### config.mk
export PLATFORM = sky130hd
export DESIGN_NAME = load_store_unit
export DESIGN_NICKNAME = d
export VERILOG_FILES = /design/src/rtl/lsu_pkg.sv /design/src/rtl/lsu_access_check.sv /design/src/rtl/load_store_unit.sv
export SDC_FILE = /design/constraint.sdc
export NUM_CORES = 1
export LEC_CHECK = 0
export CAP_MARGIN = 0
export CORE_MARGIN = 1
export CORE_UTILIZATION = 43
export DETAILED_ROUTE_END_ITERATION = 16
export HOLD_SLACK_MARGIN = 0.05
export PLACE_DENSITY = 0.81
export REMOVE_ABC_BUFFERS = 1
export SYNTH_ARGS = -nofsm -noshare
export SYNTH_HDL_FRONTEND = slang
export SYNTH_SLANG_ARGS = --single-unit
### constraint.sdc
create_clock -name clk -period 1.7 [get_ports clk]
set_input_delay 0.425 -clock clk [delete_from_list [all_inputs] [get_ports clk]]
set_output_delay 0.425 -clock clk [all_outputs]
set_load 0.005 [all_outputs]
### src/rtl/lsu_pkg.sv
// lsu_pkg: shared types and funct3 encodings for the load/store unit
package lsu_pkg;
  typedef enum logic [1:0] {IDLE, ACCESS, CAPTURE, RESP} lsu_state_t;
  localparam logic [2:0] F3_B  = 3'b000;
  localparam logic [2:0] F3_H  = 3'b001;
  localparam logic [2:0] F3_W  = 3'b010;
  localparam logic [2:0] F3_BU = 3'b100;
  localparam logic [2:0] F3_HU = 3'b101;
  typedef struct packed {
    logic        is_store;
    logic [2:0]  funct3;
    logic [31:0] addr;
    logic [31:0] wdata;
    logic [4:0]  rd;
  } lsu_req_t;
endpackage

### src/rtl/lsu_access_check.sv
// lsu_access_check: flags illegal funct3 or misaligned half/word accesses
module lsu_access_check
  import lsu_pkg::*;
#(
  parameter bit CHECK_ALIGN = 1'b1
) (
  input  logic       is_store,
  input  logic [2:0] funct3,
  input  logic [1:0] addr_lo,
  output logic       fault
);
  logic legal;
  logic misaligned;
  always_comb begin
    legal = is_store ? (funct3 inside {F3_B, F3_H, F3_W})
                     : (funct3 inside {F3_B, F3_H, F3_W, F3_BU, F3_HU});
    misaligned = CHECK_ALIGN && ((funct3[1:0] == 2'b01 && addr_lo[0]) ||
                                 (funct3[1:0] == 2'b10 && addr_lo != 2'b00));
    fault = !legal || misaligned;
  end
endmodule

### src/rtl/load_store_unit.sv
// load_store_unit: sequences one load/store at a time into a 1-cycle synchronous data memory
module load_store_unit
  import lsu_pkg::*;
#(
  parameter bit CHECK_ALIGN = 1'b1,
  parameter bit STORE_ACK   = 1'b1
) (
  input  logic        clk,
  input  logic        reset,
  input  logic        req_valid,
  output logic        req_ready,
  input  logic        req_is_store,
  input  logic [2:0]  req_funct3,
  input  logic [31:0] req_addr,
  input  logic [31:0] req_wdata,
  input  logic [4:0]  req_rd,
  output logic        resp_valid,
  input  logic        resp_ready,
  output logic [4:0]  resp_rd,
  output logic [31:0] resp_data,
  output logic        resp_we,
  output logic        resp_fault,
  output logic [31:0] fault_addr,
  output logic [2:0]  dmem_funct3,
  output logic        dmem_wren,
  output logic [31:0] dmem_address,
  output logic [31:0] dmem_data_in,
  input  logic [31:0] dmem_data_out
);
  lsu_state_t  state_q, state_d;
  lsu_req_t    req_q, req_d;
  logic        resp_valid_q, resp_valid_d;
  logic [31:0] resp_data_q, resp_data_d;
  logic        resp_we_q, resp_we_d;
  logic        resp_fault_q, resp_fault_d;
  logic [31:0] fault_addr_q, fault_addr_d;
  logic        fault;

  lsu_access_check #(.CHECK_ALIGN(CHECK_ALIGN)) u_check (
    .is_store (req_is_store),
    .funct3   (req_funct3),
    .addr_lo  (req_addr[1:0]),
    .fault    (fault)
  );

  always_comb begin
    state_d      = state_q;
    req_d        = req_q;
    resp_valid_d = resp_valid_q;
    resp_data_d  = resp_data_q;
    resp_we_d    = resp_we_q;
    resp_fault_d = resp_fault_q;
    fault_addr_d = fault_addr_q;
    case (state_q)
      IDLE: if (req_valid) begin
        req_d = '{is_store: req_is_store, funct3: req_funct3, addr: req_addr,
                  wdata: req_wdata, rd: req_rd};
        resp_fault_d = fault;
        resp_data_d  = '0;
        resp_we_d    = !req_is_store && !fault && req_rd != 5'd0;
        resp_valid_d = fault;
        fault_addr_d = fault ? req_addr : fault_addr_q;
        state_d      = fault ? RESP : ACCESS;
      end
      ACCESS: begin
        state_d      = !req_q.is_store ? CAPTURE : STORE_ACK ? RESP : IDLE;
        resp_valid_d = req_q.is_store && STORE_ACK;
      end
      CAPTURE: begin
        resp_data_d  = dmem_data_out;
        resp_valid_d = 1'b1;
        state_d      = RESP;
      end
      RESP: if (resp_ready) begin
        resp_valid_d = 1'b0;
        state_d      = IDLE;
      end
    endcase
  end

  always_ff @(posedge clk) begin
    if (reset) begin
      state_q      <= IDLE;
      req_q        <= '0;
      resp_valid_q <= 1'b0;
      resp_data_q  <= '0;
      resp_we_q    <= 1'b0;
      resp_fault_q <= 1'b0;
      fault_addr_q <= '0;
    end else begin
      state_q      <= state_d;
      req_q        <= req_d;
      resp_valid_q <= resp_valid_d;
      resp_data_q  <= resp_data_d;
      resp_we_q    <= resp_we_d;
      resp_fault_q <= resp_fault_d;
      fault_addr_q <= fault_addr_d;
    end
  end

  // Reset gates the write strobe directly so an access cut short by reset never writes.
  assign dmem_wren    = state_q == ACCESS && req_q.is_store && !reset;
  assign req_ready    = state_q == IDLE;
  assign dmem_address = req_q.addr;
  assign dmem_funct3  = req_q.funct3;
  assign dmem_data_in = req_q.wdata;
  assign resp_rd      = req_q.rd;
  assign resp_valid   = resp_valid_q;
  assign resp_data    = resp_data_q;
  assign resp_we      = resp_we_q;
  assign resp_fault   = resp_fault_q;
  assign fault_addr   = fault_addr_q;
endmodule

# Word level (Yosys, flattened, before mapping)
# Index checks and enable logic that the tools add are counted.
[totals] register_bits=142
[op_classes] muxes=11 n_reduce_logical=23 eq_ne=11
[ops] op="$pmux W32 S2" n=1
[ops] op="$mux W32" n=1
[ops] op="$reduce_bool A5 Y1" n=2
[ops] op="$pmux W2 S4" n=1
[ops] op="$eq A2 B2 Y1 const B" n=3
[ops] op="$eq A3 B3 Y1 const B" n=2
[ops] op="$logic_and A1 B1 Y1" n=6
[ops] op="$mux W2" n=3
[ops] op="$reduce_and A2 Y1" n=3
[ops] op="$eq A2 B1 Y1 const B" n=2
[ops] op="$logic_not A1 Y1" n=4
[ops] op="$mux W1" n=4
[ops] op="$ne A2 B2 Y1 const B" n=2
[ops] op="$pmux W1 S4" n=1
[ops] op="$reduce_bool A2 Y1" n=2
[ops] op="$eq A3 B1 Y1 const B" n=1
[ops] op="$eq A3 B2 Y1 const B" n=1
[ops] op="$logic_not A3 Y1" n=1
[ops] op="$reduce_and A3 Y1" n=1
[ops] op="$reduce_bool A3 Y1" n=1
[ops] op="$logic_not A2 Y1" n=1
[ops] op="$logic_or A1 B1 Y1" n=2

# Depth between registers and ports, before layout
# Gate-level depths: netlist of run 1.
[depth] word_depth=8 ltp_mapped=9 mapped_depth_nobuf=5

# By module
# Synthesis of run 1 repeated with hierarchy kept, for this count alone.
[hier_totals] cells_unflattened=680 hier_area_um2=5789.3
[modules_own_cells] mod="load_store_unit" seq_area_each_um2=2842.7 instances=1 area_each_um2=5758.0 cells_per_inst=677
[modules_own_cells] mod="lsu_access_check" seq_area_each_um2=0.0 instances=1 area_each_um2=31.3 cells_per_inst=3

# Worst setup path after synthesis of run 1
# OpenSTA, ideal clock, no wires.
[synth_timing] path_kind="register to register" start="register state_q[0]" end="register req_q (netlist bit dmem_address[16])" arrival_ns=1.469 path_slack_ns=0.099 setup_time_ns=0.132 required_ns=1.568 synth_period_minus_slack_ns=1.601 path_buffers=4 stages_incl_launch_ff=10 cell_sequence="dfxtp_1 inv_1 ha_1 buf_2 and2_1 buf_2 buf_2 buf_2 nand2_1 a21oi_1"
[synth_between] elab_chain_cells=2
[synth_rtl] element="start, declared" line_no="load_store_unit.sv:30" rtl="lsu_state_t state_q, state_d;"
[synth_rtl] element="start signal, assigned" line_no="load_store_unit.sv:91" rtl="state_q <= state_d;"
[synth_rtl] element="$logic_not A2 Y1"
[synth_rtl] element="via req_ready" line_no="load_store_unit.sv:11" rtl="output logic req_ready,"
[synth_rtl] element="$reduce_and A2 Y1 (no source line)"
[synth_rtl] element="end signal, assigned" line_no="load_store_unit.sv:92" rtl="req_q <= req_d;"
[synth_rtl] element="end, declared" line_no="load_store_unit.sv:31" rtl="lsu_req_t req_q, req_d;"
# The timed path passes the listed nets, and every way through them passes these cells.
# A chain may end at the register's enable or synchronous reset.

# Final worst setup path of run 1
[layout_timing] start="input port req_addr[0]" end="register fault_addr_q[31], in the netlist fault_addr[31]"
[layout_between] elab_chain_cells=5
[layout_rtl] element="start, declared" line_no="load_store_unit.sv:14" rtl="input logic [31:0] req_addr,"
[layout_rtl] element="$reduce_bool A2 Y1" line_no="lsu_access_check.sv:18" rtl="(funct3[1:0] == 2'b10 && addr_lo != 2'b00));"
[layout_rtl] element="$logic_and A1 B1 Y1" line_no="lsu_access_check.sv:18"
[layout_rtl] element="$logic_or A1 B1 Y1 (*)" line_no="lsu_access_check.sv:17" rtl="misaligned = CHECK_ALIGN && ((funct3[1:0] == 2'b01 && addr_lo[0]) ||"
[layout_rtl] element="$logic_or A1 B1 Y1 (*)" line_no="lsu_access_check.sv:19" rtl="fault = !legal || misaligned;"
[layout_rtl] element="$reduce_and A3 Y1 (no source line) (*)"
[layout_rtl] element="end signal, assigned" line_no="load_store_unit.sv:97" rtl="fault_addr_q <= fault_addr_d;"
[layout_rtl] element="end, declared" line_no="load_store_unit.sv:36" rtl="logic [31:0] fault_addr_q, fault_addr_d;"
# Every way passes the cells marked *; elsewhere a longest branch is shown, timed or not.

==> results of run 1 <==
==> repair_timing <==
item | CTS | global route
setup buffers | 0 | 1
setup endpoints to repair | 59 | 73
pin swaps | 0 | 1
resized for setup | 70 | 79
==> final cells by class <==
cell class	instances	area [µm²]	area share
Multi-Input combinational cell	412	2240	0.247
Timing Repair Buffer	293	3030	0.335
Clock buffer	18	429	0.0474
Clock inverter	14	239	0.0264
Inverter	5	21.3	0.00235
Sequential cell	142	2880	0.317
Tap cell	176	220	0.0243
==> registers in the layout (all words and copies together), names as in the netlist <==
register,count
dmem_data_in,32
resp_fault,1
fault_addr,32
dmem_address,32
dmem_funct3,3
resp_rd,5
resp_we,1
state_q,2
resp_data,32
resp_valid,1
req_q,1
==> critical path: stages <==
cell             delay, ns
clkdlybuf4s50_1       0.43
or4_1                 0.68
buf_12                0.23
nand4_1               0.10
a21oi_1               0.07
==> power groups by stage <==
stage / sequential (mW) / clock (mW) / combinational, mW
6_report: 4.28 / 4.19 / 4.34
5_1_grt: 4.35 / 4.43 / 4.73
3_3_place_gp: 4.29 / 0 / 4.42
4_1_cts: 4.25 / 4.26 / 4.37
3_5_place_dp: 4.31 / 0 / 4.47
2_1_floorplan: 4.35 / 0 / 1.73
==> layer usage <==
layer | wire length, µm | track usage | up-vias | share of wire
met5 | 0 | 0 | - | 0
met4 | 361 | 0.0926 | 0 | 0.021
met3 | 1500 | 0.0776 | 26 | 0.089
met2 | 8160 | 0.393 | 222 | 0.48
met1 | 6920 | 0.284 | 2587 | 0.41
li1 | - | - | 2702 | -
==> worst paths after layout <==
| check | startpoint | endpoint | slack [ns] | depth (start not counted) |
|---|---|---|---|---|
| setup / recovery | req_addr[0] | fault_addr[31] | 0.02 | 5 |
| hold / removal | dmem_address[22] | dmem_address[22] | 0.45 | 2 |
| setup reg to reg | state_q[0] | dmem_address[28] | 0.16 | 8 |
| hold reg to reg | dmem_address[22] | dmem_address[22] | 0.45 | 2 |
==> cell families after synthesis <==
kind of cell	synth area share
flip-flops	0.484
AO/OA/AOI/OAI	0.195
multiplexers	0.00171
adder cells (fa/ha/maj)	0.00853
AND/OR/NAND/NOR	0.166
buffers and inverters	0.145
==> metrics by stage <==
stage                     total power [mW]  instances   util  hold WS [ns]  cell area (µm²)
after floorplan                       6.08        559      -         0.439             5040
after global placement                8.71       1027  0.620         0.440             8240
after detailed placement              8.78       1027  0.620         0.446             8240
after CTS                             12.9       1059  0.666         0.453             8850
after global routing                  13.5       1060  0.681         0.466             9060
final                                 12.8       1060  0.681         0.449             9060
==> cell usage in the layout, fill, tap and decap left out, types with 3 or more instances in the layout <==
cell type	instances
nor2_1	32
nand4_1	30
buf_4	34
dfxtp_1	118
a32oi_1	32
buf_12	11
clkbuf_16	17
bufinv_16	6
dlygate4sd2_1	52
dfxtp_2	23
a21oi_1	107
dlymetal6s2s_1	55
clkinvlp_4	3
inv_1	3
nand2_1	149
nand3_1	3
o31ai_1	31
clkdlybuf4s50_1	139
==> flow_summary.ini, run 1 <==
[placement]
io_buffers = 249
dpl.hpwl_um = 11500
pre_cts_ws_ns = -0.358
place_congestion = 0.790

[sta]
timing.final.crit_share = 0.986
fin_ws_ns = 0.0242
setup_viol = 0
max_slew_margin = 0.679
hold_viol = 0
rsz0062_at_grt = true
period_needed_ns = 1.68
final_max_slew_viol_count = 0
finalClockSkew_ns = 0.00693
worst_pin_slew_ns = 0.481
tns_ns = 0
fmax_ghz = 0.597

[die]
io_pins = 250
fp.coreArea_um2 = 13300
initial_core_util = 0.441
chipWidth_um = 119
die_height_um = 119
rows = 42
design.die.area_um2 = 14100

[final_layout]
nFillCells = 1079
layout.nets = 984
syn2layout_area_growth_pct = 54.3
layout-drive-gt1-share = 0.127
antenna_cells = 0

[yosys]
yosysTopAreaCell = dfxtp_1
ys_warn_count = 0
synthesis.area_um2 = 5870
yosysSeqAreaShare = 0.484
synth_seq_cells = 142
yosysMostFrequentCell = nand2_1
synthFlopType = dfxtp_1
avgSynthCellArea_um2 = 8.43
synth.cells.most_frequent = nand2_1 (150), dfxtp_1 (142), a21oi_1 (107)
async_reset_ff_frac = 0
synth.top_cell.area_share = 0.484
synthTopCellsByArea = dfxtp_1 (48%), nand2_1 (9.6%), buf_4 (9.2%), a21oi_1 (9.1%), a32oi_1 (4.8%)
synth_edf_count = 0
syn_inst = 696
yosysUniqueCellTypes = 36

[global_routing]
overflow = 0
grt_pass1_wl_um = 26900
grt_max_degree = 109
grt_pass1_vias = 5375
grt_antenna_before_repair = 0
grt_usage = 0.237

[drt]
num_vias = 5537
drc = 0
wl_per_cell_um = 16.0
routed_wl_um = 17000
drt_iter0_drc = 497
firstDrtPassIters = 4
vias_per_cell = 5.22
antenna_left = 0

[pwr]
switching_share = 0.306
power_leakage_nw = 4.43
clockPowerShare = 0.327
seq_power_share = 0.334
switching_power_mw = 3.92
internal_power_mw = 8.89
power_frac_comb = 0.339
irDropWorstVdd_mv = 0.737
power_density_nw_per_um2 = 1410

[critical_path]
cp-start-kind = input pin
worstPathMaxFanout = 24
cp.required_ns = 1.98
end_kind = flop
crit_type = input pin to flop
arrival_ns = 1.95

[clock_tree]
htreeDepth = 4
cts_buffer_depth = 2
path_clk_slew_ns = 0.06
cts_root_buf = clkbuf_16
tritoncts = yes
clock-sinks = 142
clk_latency_ns = 0.41
ctsHoldBuffers = 0
cts_made_buffers = 17

[job]
cap_violations = 0

[status]
status = finished, final reports clean

[worst_hold_path]
hold_class = flop to flop
Note: power is estimated with default switching activity, not from simulation.
==> inputs of run 2 (changes only) <==
MAX_ROUTING_LAYER = met4   (was default)
==> flow_summary.ini, run 2 (synthesis gave the netlist of run 1 again) <==
[final_layout]
final_cell_mix = nand2_1 (149), clkdlybuf4s50_1 (139), dfxtp_1 (118)
final_common_cell = nand2_1
layout-drive-gt1-share = 0.127
utilization = 0.681
layout.nets = 984
nFillCells = 1079
antenna_cells = 0
syn2layout_area_growth_pct = 54.3
instances_no_fill = 1060
final_area_um2 = 9060

[sta]
fmax_ghz = 0.597
final_max_slew_viol_count = 0
max_slew_margin = 0.676
finalClockSkew_ns = 0.00738
timing.final.crit_share = 0.986
rsz0062_at_grt = true
setup_viol = 0
hold_viol = 0
worst_pin_slew_ns = 0.487
period_needed_ns = 1.68

[placement]
dpl.hpwl_um = 11500
dpl.cell_count = 1027
dpl_cell_area_um2 = 8240
io_buffers = 249
place_congestion = 0.801

[critical_path]
crit_type = input pin to flop
r2r-end = dmem_address[28]
max_stage_delay_ns = 0.68
end_kind = flop
crit_chain = clkdlybuf4s50_1 > or4_1 > buf_12 > nand4_1 > a21oi_1
cp-start-kind = input pin
path_buf_inv = 2
worstPathMaxFanout = 24
slowest_stage = or4_1
rr_worst_depth = 8
cpLargestDelayFamily = simple AND/OR/NAND/NOR gates
rrSetupSlack_ns = 0.17
cp.required_ns = 1.98
r2r-start = state_q[0]
arrival_ns = 1.95

[die]
io_pins = 250
fp.coreArea_um2 = 13300
rows = 42
initial_core_util = 0.441
die_height_um = 119
design.die.area_um2 = 14100
chipWidth_um = 119

[pwr]
switching_share = 0.306
power_frac_comb = 0.340
switching_power_mw = 3.92
irDropWorstVdd_mv = 0.736
power_density_nw_per_um2 = 1410
clockPowerShare = 0.327
total_power_mw = 12.8
power_leakage_nw = 4.43
seq_power_share = 0.334
internal_power_mw = 8.89

[global_routing]
grt_pass1_vias = 5381
grt_max_degree = 109
grt_pass1_wl_um = 26900
grt_antenna_before_repair = 0
grt_usage = 0.244
overflow = 0

[worst_hold_path]
worstHoldStart = dmem_address[22]
holdPathStages = 2
hold_end = dmem_address[22]
hold_class = flop to flop

[clock_tree]
path_clk_slew_ns = 0.06
clk_latency_ns = 0.41
cts_buffer_depth = 2
clock-sinks = 142
cts_made_buffers = 17
htreeDepth = 4
ctsHoldBuffers = 0
cts_root_buf = clkbuf_16
tritoncts = yes

[status]
status = finished, final reports clean

[drt]
num_vias = 5584
drc = 0
vias_per_cell = 5.27
wl_per_cell_um = 16.0
routed_wl_um = 17000
drt_iter0_drc = 596
antenna_left = 0
firstDrtPassIters = 5

[job]
cap_violations = 0
run 2: cell counts in the layout (fill, tap and decap cells not counted):
Identical to the previous run, type by type.
run 2: cell type report:
class	count	area, µm²	share of cell area
clock buffer	18	429	0.0474
clock inverter	14	239	0.0264
inverter	5	21.3	0.00235
multi-input combinational	412	2240	0.247
sequential	142	2880	0.317
tap	176	220	0.0243
timing repair buffer	293	3030	0.335
run 2: power by group through the flow:
stage / Combinational, mW / Sequential, mW / Clock, mW
6_report: 4.35 / 4.28 / 4.19
3_3_place_gp: 4.42 / 4.29 / 0
5_1_grt: 4.73 / 4.35 / 4.43
3_5_place_dp: 4.47 / 4.31 / 0
2_1_floorplan: 1.73 / 4.35 / 0
4_1_cts: 4.37 / 4.25 / 4.26
run 2: worst max path at each step:
stage / from / endpoint / slack (ns) / cells past startpoint
after floorplan: state_q[0] / fault_addr[0] / -1.35 / 5
after global placement: req_addr[0] / fault_addr[29] / -0.33 / 5
after detailed placement: req_addr[0] / fault_addr[17] / -0.36 / 5
after CTS: state_q[1] / dmem_wren / -0.002 / 4
after global routing: state_q[1] / dmem_wren / -0.02 / 4
final: req_addr[0] / fault_addr[31] / 0.02 / 5
run 2: metrics by stage:
step | setup WS (ns) | hold WS, ns | TNS (ns)
final | 0.0236 | 0.449 | 0
after global routing | -0.0171 | 0.466 | -0.0553
after CTS | -0.00210 | 0.453 | -0.00210
after detailed placement | -0.358 | 0.446 | -21.26
after global placement | -0.334 | 0.440 | -19.26
after floorplan | -1.35 | 0.439 | -151.01
run 2: worst min-delay path, stage by stage, from the launching register on:
cell,delay [ns]
dfxtp_1,0.30
nand2_1,0.05
a21oi_1,0.05
run 2: layer usage:
layer | GRT usage | vias to the layer above | part of all wire
met5 | - | - | 0
met4 | 0.0926 | 0 | 0.022
met3 | 0.0670 | 28 | 0.081
met2 | 0.394 | 223 | 0.48
met1 | 0.289 | 2636 | 0.42
li1 | - | 2697 | -
run 2: repair_timing:
item	CTS	global route
endpoints found under the setup margin	59	73
gates cloned	0	0
resized for setup	70	79
pin swaps	0	1
buffers inserted	0	1
==> inputs of run 3 (changes only) <==
CTS_CLUSTER_DIAMETER = 200   (was default)
==> results of run 3 <==
Same layout as run 2: the final DEF is identical, and so are final timing and power.
